--- config.mk ---
export PLATFORM = sky130hd
export DESIGN_NAME = fetch_stage
export DESIGN_NICKNAME = d
export VERILOG_FILES = /design/src/rtl/fetch_stage.sv
export SDC_FILE = /design/constraint.sdc
export NUM_CORES = 1
export LEC_CHECK = 0
export CORE_UTILIZATION = 52
export CTS_BUF_LIST = sky130_fd_sc_hd__clkbuf_2 sky130_fd_sc_hd__clkbuf_4 sky130_fd_sc_hd__clkbuf_8
export DETAILED_ROUTE_END_ITERATION = 10
export HOLD_SLACK_MARGIN = 0.1
export PLACE_DENSITY = 0.87
export SETUP_SLACK_MARGIN = 0.15
export SYNTH_ARGS = -nofsm -noshare
export SYNTH_HDL_FRONTEND = slang
export SYNTH_SLANG_ARGS = --single-unit
--- constraint.sdc ---
create_clock -name FE_CLK -period 8.6 [get_ports FE_CLK]
set_input_delay 1.72 -clock FE_CLK [delete_from_list [all_inputs] [get_ports FE_CLK]]
set_output_delay 1.72 -clock FE_CLK [all_outputs]
set_load 0.02 [all_outputs]
--- src/rtl/fetch_stage.sv ---
// -----------------------------------------------------------------------------
// fetch_stage
//
// Instruction fetch stage of the pipelined Otter core. Owns the program
// counter and fetches 32-bit instructions over a single-outstanding
// request/acknowledge memory handshake. Fetched words go into a 2-entry FIFO
// whose head is presented to decode together with its PC and PC+4. A redirect
// from execute empties the FIFO, restarts fetch at the new target, and
// discards any response still in flight.
//
// Ports
//   FE_CLK       in   1   stage clock, rising edge
//   FE_RST       in   1   asynchronous active-high reset
//   IMEM_REQ     out  1   fetch request, held until acknowledged
//   IMEM_ADDR    out  32  fetch address, stable while IMEM_REQ is high
//   IMEM_ACK     in   1   request completes this cycle
//   IMEM_RDATA   in   32  instruction word, valid with IMEM_ACK
//   STALL        in   1   decode is not accepting this cycle
//   REDIRECT     in   1   flush and restart fetch at REDIRECT_PC
//   REDIRECT_PC  in   32  redirect target, bits [1:0] ignored
//   IR_VALID     out  1   queue head valid
//   IR           out  32  queue-head instruction
//   PC_OUT       out  32  PC of IR
//   PC_PLUS4     out  32  PC_OUT + 4, modulo 2^32
// -----------------------------------------------------------------------------
module fetch_stage #(
  parameter logic [31:0] RESET_VEC = 32'h0000_0000,
  parameter int          BUF_DEPTH = 2
) (
  input  logic        FE_CLK,
  input  logic        FE_RST,
  output logic        IMEM_REQ,
  output logic [31:0] IMEM_ADDR,
  input  logic        IMEM_ACK,
  input  logic [31:0] IMEM_RDATA,
  input  logic        STALL,
  input  logic        REDIRECT,
  input  logic [31:0] REDIRECT_PC,
  output logic        IR_VALID,
  output logic [31:0] IR,
  output logic [31:0] PC_OUT,
  output logic [31:0] PC_PLUS4
);

  // IDLE: no request outstanding. BUSY: request outstanding, response wanted.
  // DRAIN: request outstanding, response will be discarded (redirected).
  typedef enum logic [1:0] {IDLE, BUSY, DRAIN} state_t;

  localparam logic [1:0] FULL = 2'(BUF_DEPTH);

  state_t      state;
  logic [31:0] fetch_pc;
  logic [31:0] req_pc;
  logic [31:0] q_pc    [2];
  logic [31:0] q_instr [2];
  logic [1:0]  count;

  logic        issue;
  logic        pop;
  logic        push;
  logic [31:0] push_pc;
  logic        wr_idx;

  // Target alignment drops the two low bits of the redirect address.
  logic unused_redirect_lsbs;
  assign unused_redirect_lsbs = ^REDIRECT_PC[1:0];

  always_comb begin
    // NOTE: every signal gets a default before the case so no path leaves it
    // unassigned, which would otherwise infer a latch.
    issue   = (state == IDLE) && (count < FULL) && !REDIRECT;
    pop     = (count != 2'd0) && !STALL;
    push    = 1'b0;
    push_pc = req_pc;
    case (state)
      IDLE: begin
        if (issue && IMEM_ACK) begin
          push    = 1'b1;
          push_pc = fetch_pc;
        end
      end
      BUSY: begin
        if (IMEM_ACK && !REDIRECT) begin
          push    = 1'b1;
          push_pc = req_pc;
        end
      end
      default: ;
    endcase
    // Slot the incoming word lands in, after any same-cycle pop has shifted
    // the queue down by one.
    wr_idx = count[1] | (count[0] & !pop);
  end

  // The request is combinational so a zero-wait memory can complete in the
  // same cycle it is issued, giving one instruction per cycle.
  assign IMEM_REQ  = !FE_RST && (issue || (state != IDLE));
  assign IMEM_ADDR = (state == IDLE) ? fetch_pc : req_pc;

  // Decode-facing outputs come straight from queue registers.
  assign IR_VALID = (count != 2'd0);
  assign IR       = q_instr[0];
  assign PC_OUT   = q_pc[0];
  assign PC_PLUS4 = q_pc[0] + 32'd4;

  // NOTE: sequential state uses non-blocking assignments only, so every
  // register here samples the pre-edge values of the others.
  always_ff @(posedge FE_CLK or posedge FE_RST) begin
    if (FE_RST) begin
      state    <= IDLE;
      fetch_pc <= RESET_VEC;
      req_pc   <= 32'd0;
      count    <= 2'd0;
      // NOTE: the queue storage is reset as well because IR and PC_OUT are
      // visible outputs with defined reset values, not just don't-care data.
      for (int i = 0; i < 2; i++) begin
        q_pc[i]    <= 32'd0;
        q_instr[i] <= 32'd0;
      end
    end else begin
      case (state)
        IDLE: begin
          if (issue) begin
            req_pc <= fetch_pc;
            if (!IMEM_ACK) state <= BUSY;
          end
        end
        BUSY: begin
          if (IMEM_ACK)      state <= IDLE;
          else if (REDIRECT) state <= DRAIN;
        end
        DRAIN: begin
          if (IMEM_ACK) state <= IDLE;
        end
        default: state <= IDLE;
      endcase

      if (REDIRECT)  fetch_pc <= {REDIRECT_PC[31:2], 2'b00};
      else if (push) fetch_pc <= fetch_pc + 32'd4;

      // A redirect empties the queue and overrides any push or pop.
      if (REDIRECT) begin
        count <= 2'd0;
      end else begin
        if (pop) begin
          q_pc[0]    <= q_pc[1];
          q_instr[0] <= q_instr[1];
        end
        if (push) begin
          q_pc[wr_idx]    <= push_pc;
          q_instr[wr_idx] <= IMEM_RDATA;
        end
        count <= count + {1'b0, push} - {1'b0, pop};
      end
    end
  end

endmodule
# Word-level counts from Yosys, hierarchy flattened
# Cells that the tools add are included.
# op_classes
add_sub_neg,4
n_mul,0
div_mod_pow,0
order_cmp,3
eq_ne,6
n_shift,0
mux,25
n_bitwise,4
reduce_logical,19
# ops
cell,n
two-way mux 32 bit,10
bitwise mux 64 bit,2
two-way mux 64 bit,2
adder 32 x 3 -> 32 bit (second input constant),2
demux 32 bit (select 1 bit),1
two-way mux 2 bit,6
logical AND 1 bit,7
inequality test 2 bit (second input constant),3
case mux 2 bit (3 select lines),1
nonzero test 2 bit,3
logical NOT 1 bit,4
AND reduction 2 bit,2
AND reduction 4 bit,1
inequality test 3 bit (second input constant),1
adder 2 x 1 -> 2 bit,1
equality test 2 x 1 -> 1 bit (second input constant),1
equality test 2 bit (second input constant),1
greater-or-equal comparator 2 bit (second input constant),1
logical NOT 2 bit,1
< comparator 2 x 1 -> 1 bit (second input constant),1
< comparator 2 bit (second input constant),1
two-way mux 1 bit,2
inverter 1 -> 2 bit,1
case mux 1 bit (2 select lines),1
5 further kinds,5
# totals
register_bits,196
latch_bits,0
ramBits,0
romBits,0
inputBits,69
out_inout_bits,130
word_cells,69
n_memories,0

# Longest topological paths before layout
# logic_depth
word_depth,12
mapped_depth,10
depth_no_buf,8

# Worst setup path before layout
# OpenSTA, ideal clock, no wires.
# synth_timing
path_kind,in2out
start,in REDIRECT
end,out IMEM_REQ
arrival_time_ps,2839
slack_ps,4041
stages,4
n_path_buf,1
cell_sequence,nor4_2 clkbuf_1 nor3_1 nor2_1
# synth_between
elab_chain_len,4
# synth_rtl
element,line,rtl
start: declaration,37,"input logic REDIRECT,"
logical NOT 1 bit,71,issue = (state == IDLE) && (count < FULL) && !REDIRECT;
logical AND 1 bit,71,
logical OR 1 bit,97,assign IMEM_REQ = !FE_RST && (issue || (state != IDLE));
logical AND 1 bit,97,
end: declaration,32,"output logic IMEM_REQ,"
# Every way passes these cells.

# Worst setup path after layout
# Ends and elaborated chain as after synthesis.

==> reports/qor.txt <==
Starting DRC count in detailed routing: 688
First-pass GRT wire length: 39,050 um
Arr. time, crit path: 3.50 ns
Post_cts resized: 0
Async set-reset flop share out of synthesis: 1.000
Pint: 2.397 mW
Layout Skew: 0.01757 ns
Routed vias: 7,638
PD cells: 340.7 nW/um2
IO Count: 199
Post-DP Area: 11,230 um2
Max Cap Violations: 0
Worst path max stage delay: 0.58 ns
Non-filler cells, final: 1,270
Logic pwr share: 0.445
Slew headroom: 0.1950
WP buf/inv: 3
Syn Area/Cell: 10.35 um2
Global route hottest layer: met2
Final Instance Area: 11,650 um2
Post-Route WL: 24,140 um
Worst slew pin tran: 1.203 ns
Detailed Routing Iterations Pass 1: 8
Core Region: 18,090 um2
GR Util All Layers: 0.2581
Port Buffers: 194
Max Freq: 0.1916 GHz
Endpoints failing hold: 0
Yosys warning total: 0
Routed Antenna Nets: 0
Initial antenna violation count: 0
Die footprint: 19,120 um2
Die H: 138.3 um
Vias in the first global route: 7,213
H-tree lvl count: 4
RSZ-0062 raised after global routing: false
Layout area overhead: 20.66%
Sw Share: 0.3962
GR Overflow Total: 0
Drt via density: 6.014
Final Max Slew Viols: 0
Clk pwr share: 0.158
# clock sinks: 190
Distinct cell type count after synthesis: 50
Sequential area share after synthesis: 0.4923
Layout net count: 1,101
Clk slew on worst S/H paths: 0.10 ns
Maximum clock insertion buffer count: 2
Synthesized flop and latch total: 190
Critical Path, Cell by Cell: buf_2 > buf_4 > nor4_4 > nor3_1 > nor2_1 > clkdlybuf4s50_1
Crit path launch type: primary input
Most used DFF post-synth: dfrtp_1
Sequential Power Share: 0.397
Root Driver: clkbuf_8
CTS tree: yes
DP HPWL: 16,040 um
Worst path slowest cell: buf_4
Min-Delay Path Class: flop to flop
Number of diodes: 0
Crit share post-route: 0.6069
Post-CTS Repair Setup Buffers: 0
Gpl congestion: 0.8290
Remaining DRCs: 28
Commonest non-fill, non-tap cell in the layout: clkdlybuf4s50_1
Die Span X: 138.3 um
Hold slack: 0.4926 ns
Peak VDD IR: 167.2 uV
Cell count after synthesis: 933
Failing checks: DRC
Psw: 1.573 mW
Crit Path Max Fanout: 68
Crit path max-delay family: buffers and inverters
Total negative slack: 0 ns
Critical path class: primary input to output port
Worst Path Required: 6.88 ns
Leakage: 4.860 nW
Starting density of the core: 0.5340
Met3 usage: 0.05542
Post-synth EDFFs: 0
Largest net degree at the start of global routing: 117
Placed cell count: 1,238
WL/cell: 19.01 um
Min Tclk post-route: 5.219 ns
FP Rows: 49
Most frequent cells in the layout: clkdlybuf4s50_1 (193), dfrtp_1 (190), mux2_2 (93), nand2_1 (78), a21oi_1 (72)
Share of cells above drive strength 1: 0.1451
Status: complete, but fails checks
Critical Path End Type: output port
Total Power: 3.970 mW
Synthesized area: 9658 um2
Global Route met1 Usage: 0.3504
Setup violators final: 0
CTS buffer count: 17
Worst skew pair latency: 0.47 ns
Filler instances: 1,422
# hold bufs at CTS: 0
GR Layer Usage met2: 0.4127
## power by group through the flow
stage	Combinational, mW	Clock [mW]	Sequential (mW)
final	1.77	0.629	1.58
after detailed placement	1.76	0	1.59
after global placement	1.72	0	1.56
after CTS	1.77	0.634	1.57
after floorplan	1.25	0	1.48
after global routing	1.88	0.671	1.62
## worst paths after layout
check	from	cells past startpoint	slack (ns)	endpoint
max	REDIRECT	6	3.38	IMEM_REQ
min	q_pc[21]$_DFFE_PP0P_	2	0.49	q_pc[21]$_DFFE_PP0P_
max reg2reg	state[0]$_DFFE_PP0P_	6	5.66	q_pc[9]$_DFFE_PP0P_
min reg2reg	q_pc[21]$_DFFE_PP0P_	2	0.49	q_pc[21]$_DFFE_PP0P_
max in group asynchronous	FE_RST	3	5.08	q_instr[5]$_DFFE_PP0P_
min in group asynchronous	FE_RST	2	1.84	q_pc[15]$_DFFE_PP0P_
## logic make-up (layout without fill, tap and decap cells)
logic type | Yosys count | count (layout) | synth area share
and+or+nand+nor | 220 | 220 | 0.1082
AOI/OAI and AO/OA | 218 | 218 | 0.1400
DFF | 190 | 190 | 0.4923
buffers and inverters | 144 | 251 | 0.08421
muxes | 125 | 125 | 0.1416
xor gates and xnor gates | 31 | 31 | 0.02811
adders and majority gates | 4 | 4 | 0.005182
other | 1 | 2 | 0.0003883
## worst min-delay path: stages (launching register included)
cell and delay, ns:
dfrtp_1 0.36, nand2_1 0.05, o21ai_0 0.06
## synthesized netlist by cell type (2+ instances only)
master    count  area [um2]
dfrtp_1     190        4755
mux2_2       93        1047
nand2_1      79       296.5
a21oi_1      72       360.4
buf_4        68       510.5
nor2_1       56       210.2
o21ai_0      44       220.2
clkbuf_1     39       146.4
mux2i_1      32       320.3
o22ai_1      32       200.2
nand3_1      31       155.2
o32ai_1      30       262.8
xnor2_1      23       201.4
nand4_1      17       106.4
buf_2        13       65.06
inv_1        13       48.80
o211ai_1     11       82.58
o311ai_0     11       96.34
and3_1       10       62.56
buf_1         8       30.03
xor2_1        8       70.07
o21ai_1       5       25.02
and4_1        4       35.03
ha_1          4       50.05
nor3_1        4       20.02
a31o_2        3       26.28
a31oi_1       3       18.77
nor4_1        3       18.77
a41oi_1       2       17.52
nand2b_1      2       12.51
nor2b_1       2       12.51
or2_2         2       12.51
or4_1         2       15.01
## layer usage
metal | wire length [um] | vias to the layer above
met2 | 11590 | 305
li1 | - | 3502
met4 | 509 | 0
met5 | 0 | -
met3 | 1519 | 33
met1 | 10520 | 3798
## registers in the layout, summed over array words and instances (netlist names)
| signal | count |
|---|---|
| fetch_pc | 30 |
| q_pc | 30 |
| q_instr | 32 |
| PC_OUT | 32 |
| count | 2 |
| IR | 32 |
| req_pc | 30 |
| state | 2 |
## stage by stage
| step | setup slack (ns) | utilization |
|---|---|---|
| after floorplan | 1.710 | - |
| after global placement | 3.446 | 0.6209 |
| after detailed placement | 3.418 | 0.6209 |
| after CTS | 3.415 | 0.6443 |
| after global routing | 3.324 | 0.6443 |
| final | 3.381 | 0.6443 |
## layout make-up
class / count / area [um2] / share of cell area
sequential: 190 / 4755 / 0.4080
multi-input combinational: 600 / 4115 / 0.3531
timing repair buffer: 204 / 2012 / 0.1726
tap: 229 / 286.5 / 0.02459
clock buffer: 18 / 247.7 / 0.02126
clock inverter: 14 / 176.4 / 0.01514
inverter: 15 / 61.31 / 0.005261
Note: power is estimated with default switching activity, not from simulation.
